### config.mk
export PLATFORM = sky130hd
export DESIGN_NAME = frame_tick_sync
export DESIGN_NICKNAME = d
export VERILOG_FILES = /design/src/rtl/frame_tick_sync.sv
export SDC_FILE = /design/constraint.sdc
export NUM_CORES = 1
export LEC_CHECK = 0
export ABC_AREA = 1
export CAP_MARGIN = 15
export CORE_UTILIZATION = 57
export DETAILED_ROUTE_END_ITERATION = 12
export DONT_BUFFER_PORTS = 1
export PLACE_DENSITY_LB_ADDON = 0.12
export SLEW_MARGIN = 20
export SYNTH_ARGS = -nofsm -noshare
export SYNTH_HDL_FRONTEND = slang
export SYNTH_SLANG_ARGS = --single-unit
### constraint.sdc
create_clock -name clk -period 2.3 [get_ports clk]
set_input_delay 0.69 -clock clk [delete_from_list [all_inputs] [get_ports clk]]
set_output_delay 0.69 -clock clk [all_outputs]
set_load 0.02 [all_outputs]
### src/rtl/frame_tick_sync.sv
// frame_tick_sync: synchronizes the toggling frame-rate signal into clk and turns each
// accepted transition into frame/pacman/ghost enable pulses, with frame count and watchdog.
module frame_tick_sync #(
  parameter int SYNC_STAGES = 2,
  parameter int EDGE_MODE   = 1,
  parameter int PAC_DIV     = 4,
  parameter int GHOST_DIV   = 5,
  parameter int WD_LIMIT    = 2_000_000
) (
  input  logic        clk,
  input  logic        reset,
  input  logic        slow_clk,
  input  logic        enable,
  output logic        frame_tick,
  output logic        pac_tick,
  output logic        ghost_tick,
  output logic [15:0] frame_count,
  output logic        tick_lost,
  output logic [1:0]  state
);

  typedef enum logic [1:0] {
    IDLE = 2'd0,
    ARM  = 2'd1,
    RUN  = 2'd2,
    LOST = 2'd3
  } state_t;

  localparam logic [7:0]  PAC_LAST   = 8'(PAC_DIV - 1);
  localparam logic [7:0]  GHOST_LAST = 8'(GHOST_DIV - 1);
  localparam logic [21:0] WD_LAST    = 22'(WD_LIMIT - 1);
  localparam logic [21:0] WD_STOP    = 22'(WD_LIMIT);

  state_t                 state_r, state_next;
  logic [SYNC_STAGES-1:0] sync_r;
  logic                   prev_r;
  logic                   edge_s;
  logic                   accept_s;
  logic [7:0]             pac_cnt_r, pac_cnt_next;
  logic [7:0]             ghost_cnt_r, ghost_cnt_next;
  logic [21:0]            wd_r, wd_next;
  logic [15:0]            count_next;
  logic                   frame_next, pac_next, ghost_next, lost_next;

  // Synchronizer chain plus previous-level flop for edge detection
  always_ff @(posedge clk or posedge reset) begin
    if (reset) begin
      sync_r <= '0;
      prev_r <= 1'b0;
    end else begin
      sync_r <= {sync_r[SYNC_STAGES-2:0], slow_clk};
      prev_r <= sync_r[SYNC_STAGES-1];
    end
  end

  assign edge_s = (EDGE_MODE != 0) ? (sync_r[SYNC_STAGES-1] ^ prev_r)
                                   : (sync_r[SYNC_STAGES-1] & ~prev_r);

  // Next-state, counter and registered-output logic
  always_comb begin
    state_next     = state_r;
    accept_s       = 1'b0;
    frame_next     = 1'b0;
    pac_next       = 1'b0;
    ghost_next     = 1'b0;
    count_next     = frame_count;
    pac_cnt_next   = pac_cnt_r;
    ghost_cnt_next = ghost_cnt_r;
    wd_next        = wd_r;
    lost_next      = tick_lost;
    if (!enable) begin
      state_next = IDLE;
      lost_next  = 1'b0;
    end else begin
      case (state_r)
        IDLE: begin
          // Clearing here means ARM is always entered with fresh counters
          state_next     = ARM;
          lost_next      = 1'b0;
          count_next     = 16'd0;
          pac_cnt_next   = 8'd0;
          ghost_cnt_next = 8'd0;
          wd_next        = 22'd0;
        end
        ARM: begin
          if (edge_s) begin
            state_next = RUN;
          end else begin
            state_next = ARM;
          end
        end
        RUN: begin
          if (edge_s) begin
            accept_s = 1'b1;
          end else if (wd_r == WD_LAST) begin
            state_next = LOST;
            lost_next  = 1'b1;
            wd_next    = WD_STOP;
          end else begin
            wd_next = wd_r + 22'd1;
          end
        end
        LOST: begin
          if (edge_s) begin
            accept_s   = 1'b1;
            state_next = RUN;
          end else begin
            state_next = LOST;
          end
        end
        default: begin
          state_next = IDLE;
        end
      endcase
    end

    if (accept_s) begin
      frame_next = 1'b1;
      count_next = frame_count + 16'd1;
      wd_next    = 22'd0;
      pac_next   = (pac_cnt_r == PAC_LAST);
      ghost_next = (ghost_cnt_r == GHOST_LAST);
      pac_cnt_next   = (pac_cnt_r == PAC_LAST) ? 8'd0 : pac_cnt_r + 8'd1;
      ghost_cnt_next = (ghost_cnt_r == GHOST_LAST) ? 8'd0 : ghost_cnt_r + 8'd1;
    end else begin
      frame_next = 1'b0;
    end
  end

  // State, counters and registered outputs
  always_ff @(posedge clk or posedge reset) begin
    if (reset) begin
      state_r     <= IDLE;
      frame_tick  <= 1'b0;
      pac_tick    <= 1'b0;
      ghost_tick  <= 1'b0;
      tick_lost   <= 1'b0;
      frame_count <= 16'd0;
      pac_cnt_r   <= 8'd0;
      ghost_cnt_r <= 8'd0;
      wd_r        <= 22'd0;
    end else begin
      state_r     <= state_next;
      frame_tick  <= frame_next;
      pac_tick    <= pac_next;
      ghost_tick  <= ghost_next;
      tick_lost   <= lost_next;
      frame_count <= count_next;
      pac_cnt_r   <= pac_cnt_next;
      ghost_cnt_r <= ghost_cnt_next;
      wd_r        <= wd_next;
    end
  end

  assign state = state_r;

endmodule

==> PnR_summary.wiki <==
{| class="wikitable"
! Metric !! Value
|-
| Max capacitance violation total || 0
|-
| Endpoints failing hold || 0
|-
| Vias in the first global route || around 2,700
|-
| Total power divided by cell area || between 600 and 700 nW/um2
|-
| Initial DRT Pass Iterations || 5
|-
| Placer Congestion || about 0.85
|-
| Die area || ~6500 um2
|-
| Number of violations reported at the end of detailed-routing iteration 0 || roughly 270
|-
| Maximum operating frequency || 550.9 MHz
|-
| Period utilization || 78.92%
|-
| FF+latch count, synth || between 60 and 70
|-
| Share of final-layout standard cells stronger than drive strength 1 || a little under 7%
|-
| RSZ-0062 raised after global routing || no
|-
| Largest voltage drop on the vdd net || between 0.5 and 0.6 mV
|-
| Maximum count of clock buffers along a single path || 2
|-
| Largest net degree at the start of global routing || between 50 and 60
|-
| Detailed-placement wirelength estimate || between 5000 and 6000 um
|-
| Critical path buffers and inverters || 2
|-
| Yosys synthesis warning count || 0
|-
| Synth-to-Final Area Change || 8.705%
|-
| Min cycle time layout || approximately 1.8 ns
|-
| Number of enable-type register cells in the synthesized netlist || 0
|-
| Biggest fanout along the worst timing path || 10
|-
| Share of async-settable or async-resettable flops after synthesis || 100.0%
|-
| Number of buffers inserted for hold repair after clock tree synthesis || 0
|-
| IO buf count || 0
|-
| DIE WIDTH || 80.76 um
|-
| Area of the placeable core || 5956 um2
|-
| Placement-stage worst setup slack || 0.3544 ns
|-
| Wirelength per Cell || 13.33 um
|-
| Share of synthesized area occupied by flip-flops and latches || between 40% and 50%
|-
| Die Span Y || slightly above 80 um
|-
| Min-delay worst type || input port to asynchronous set/reset pin
|-
| Critical path data arrival time || between 2 and 2.5 ns
|-
| Fin. max-slew vios || 0
|-
| Final net count || a little under 500
|-
| Leakage power || 1.762 nW
|-
| Number of CTS-inserted buffers || 9
|-
| All-Layer GR Usage || 25.45%
|-
| Cells traversed along the worst timing path || inv_1 > nand3_1 > nand2_1 > inv_2 > nor2_1 > nor2_1 > a21oi_1
|-
| Vias per Instance || between 5 and 6
|-
| DRC violation count after routing || 0
|-
| Synth Area per Inst || approximately 7.4 um2
|-
| Number of antenna violations at the first check in global routing || 0
|-
| Diodes inserted || 0
|-
| Mapped cell area || 3536 um2
|-
| Endpoint type of the worst setup path || flop
|-
| # resized after CTS || 0
|-
| Final Skew || 0.01346 ns
|-
| Result of the run || complete, no violations
|-
| Initial standard-cell utilization of the core || between 50% and 60%
|-
| Data required time at the worst endpoint || about 2.6 ns
|-
| Wire length of the first global-routing pass || roughly 13,000 um
|-
| Worst rel slew slack || around 70%
|-
| Setup violations, final || 0
|-
| Antenna viol nets, final || 0
|-
| Clock sink count || 63
|-
| Master of the slowest instance on the critical path || dfrtp_1
|-
| Post-synthesis cell count || between 400 and 500
|-
| Critical path class || flop to flop
|-
| Kind of launch point of the worst setup path || flop
|-
| Clock slew seen by the registers of the worst setup and hold paths || about 0.07 ns
|-
| Distinct cells, synth || 33
|-
| Total routed wirelength || between 7000 and 8000 um
|-
| Clock insertion delay at the later pin of the skew report || ~0.34 ns
|-
| Mapped Nets || slightly below 500
|-
| Clock tree from TritonCTS || yes
|-
| # fillers || about 510
|-
| Number of setup buffers added after CTS || 0
|-
| Total via count after detailed routing || approximately 3,100
|-
| Main flop type after synthesis || dfrtp_1
|-
| Htree depth || 3
|-
| Critical path's top delay family || simple AND/OR/NAND/NOR gates
|-
| Clock tree root driver cell || clkbuf_8
|-
| Setup tns final || 0 ns
|-
| Critical Path Max Stage Delay || roughly 0.48 ns
|-
| Worst path setup slack after routing || 0.4848 ns
|-
| Total global routing overflow || 0
|-
| Worst Tran Pin Value || roughly 0.42 ns
|-
| Row cnt || 28
|-
| Number of I/O pins || 26
|-
| Cell with the most instances on the worst path || nor2_1
|}
## state kept, by name (all words and copies together), names as in the netlist
register and flops:
frame_count 16, frame_tick 1, ghost_cnt_r 8, ghost_tick 1, pac_cnt_r 8, pac_tick 1
prev_r 1, state 2, sync_r 2, tick_lost 1, wd_r 22
## cells in the mapped netlist (2+ instances only)
| cell type | n | area share, % |
|---|---|---|
| buf_6 | 2 | 0.64 |
| nand4_1 | 16 | 2.8 |
| a21oi_1 | 21 | 3.0 |
| nor2_1 | 64 | 6.8 |
| o21ai_0 | 30 | 4.2 |
| o31ai_1 | 4 | 0.85 |
| buf_4 | 2 | 0.42 |
| o22ai_1 | 5 | 0.88 |
| nor2_2 | 3 | 0.53 |
| nor3_1 | 12 | 1.7 |
| nand3_1 | 37 | 5.2 |
| inv_1 | 60 | 6.4 |
| ha_1 | 5 | 1.8 |
| buf_2 | 3 | 0.42 |
| xor2_1 | 11 | 2.7 |
| nand2_1 | 121 | 13 |
| dfrtp_1 | 63 | 45 |
| inv_2 | 2 | 0.21 |
## layout make-up
| class | instances | area, um2 | area share [%] |
|---|---|---|---|
| well taps | 75 | 93.84 | 2.441 |
| flip-flops and latches | 63 | 1577 | 41.02 |
| inverters | 63 | 237.7 | 6.185 |
| clock inverters | 3 | 65.06 | 1.693 |
| clock buffers | 13 | 158.9 | 4.134 |
| multi-input cells | 343 | 1669 | 43.42 |
| repair buffers | 4 | 42.54 | 1.107 |
## cell usage in the layout (no fill, tap or decap), types with 2 or more instances in the layout
master,n
nand2_1,121
nor2_1,64
dfrtp_1,63
inv_1,59
nand3_1,37
o21ai_0,30
a21oi_1,21
nand4_1,16
nor3_1,12
xor2_1,11
clkbuf_8,11
o22ai_1,5
ha_1,5
o31ai_1,4
inv_2,3
nor2_2,3
buf_4,3
clkinv_2,2
bufinv_16,2
clkbuf_1,2
## worst paths after layout
kind / startpoint / end / slack (ns) / cells past startpoint
max: state[0]$_DFFE_PP0P_ / ghost_cnt_r[3]$_DFFE_PP0P_ / 0.48 / 7
min: reset / wd_r[11]$_DFFE_PP0P_ / 0.17 / 1
max reg2reg: state[0]$_DFFE_PP0P_ / ghost_cnt_r[3]$_DFFE_PP0P_ / 0.48 / 7
min reg2reg: sync_r[0]$_DFF_PP0_ / sync_r[1]$_DFF_PP0_ / 0.35 / 0
max in group asynchronous: reset / frame_count[0]$_DFFE_PP0P_ / 1.58 / 2
min in group clk: sync_r[0]$_DFF_PP0_ / sync_r[1]$_DFF_PP0_ / 0.35 / 0
## kinds of logic (layout without fill, tap and decap cells)
logic type	after synthesis	in the layout	share of synthesized area, %
DFF	63	63	44.59
AOI/OAI and AO/OA	63	63	9.554
buffers and inverters	70	83	8.209
adders and majority gates	5	5	1.769
xor gates and xnor gates	12	12	2.972
and+or+nand+nor	263	263	32.91
## per-stage QoR
step | power [W] | std cells | instance area (um2) | utilization, % | hold WS [ns]
floorplan | 0.001318 | 476 | 3536 | - | 0.3312
global placement | 0.001358 | 548 | 3620 | 60.78 | 0.3450
detailed placement | 0.001361 | 548 | 3620 | 60.78 | 0.3373
CTS | 0.002453 | 564 | 3844 | 64.54 | 0.1648
global route | 0.002529 | 564 | 3844 | 64.54 | 0.1739
finish | 0.002422 | 564 | 3844 | 64.54 | 0.1677
## power breakdown
group          leakage [nW]  internal, W  switching [W]
Clock                 0.114     0.000669       0.000414
Combinational         0.781    0.0000462       0.000120
Sequential            0.868      0.00114      0.0000378
## layer usage
layer | routed length, um | up-vias | part of all wire (%) | track usage, %
met5 | 0 | - | 0 | 0
met4 | 99 | 0 | 1.3 | 10.54
met3 | 367 | 8 | 4.9 | 4.494
met2 | 3268 | 91 | 43 | 36.86
met1 | 3781 | 1464 | 50 | 37.50
li1 | - | 1561 | - | -
## worst reg2reg max path: stages, from the launching register on
cell     delay, ns
dfrtp_1       0.48
inv_1         0.14
nand3_1       0.26
nand2_1       0.41
inv_2         0.18
nor2_1        0.13
nor2_1        0.05
a21oi_1       0.11
Power figures use the tool's default switching activity.
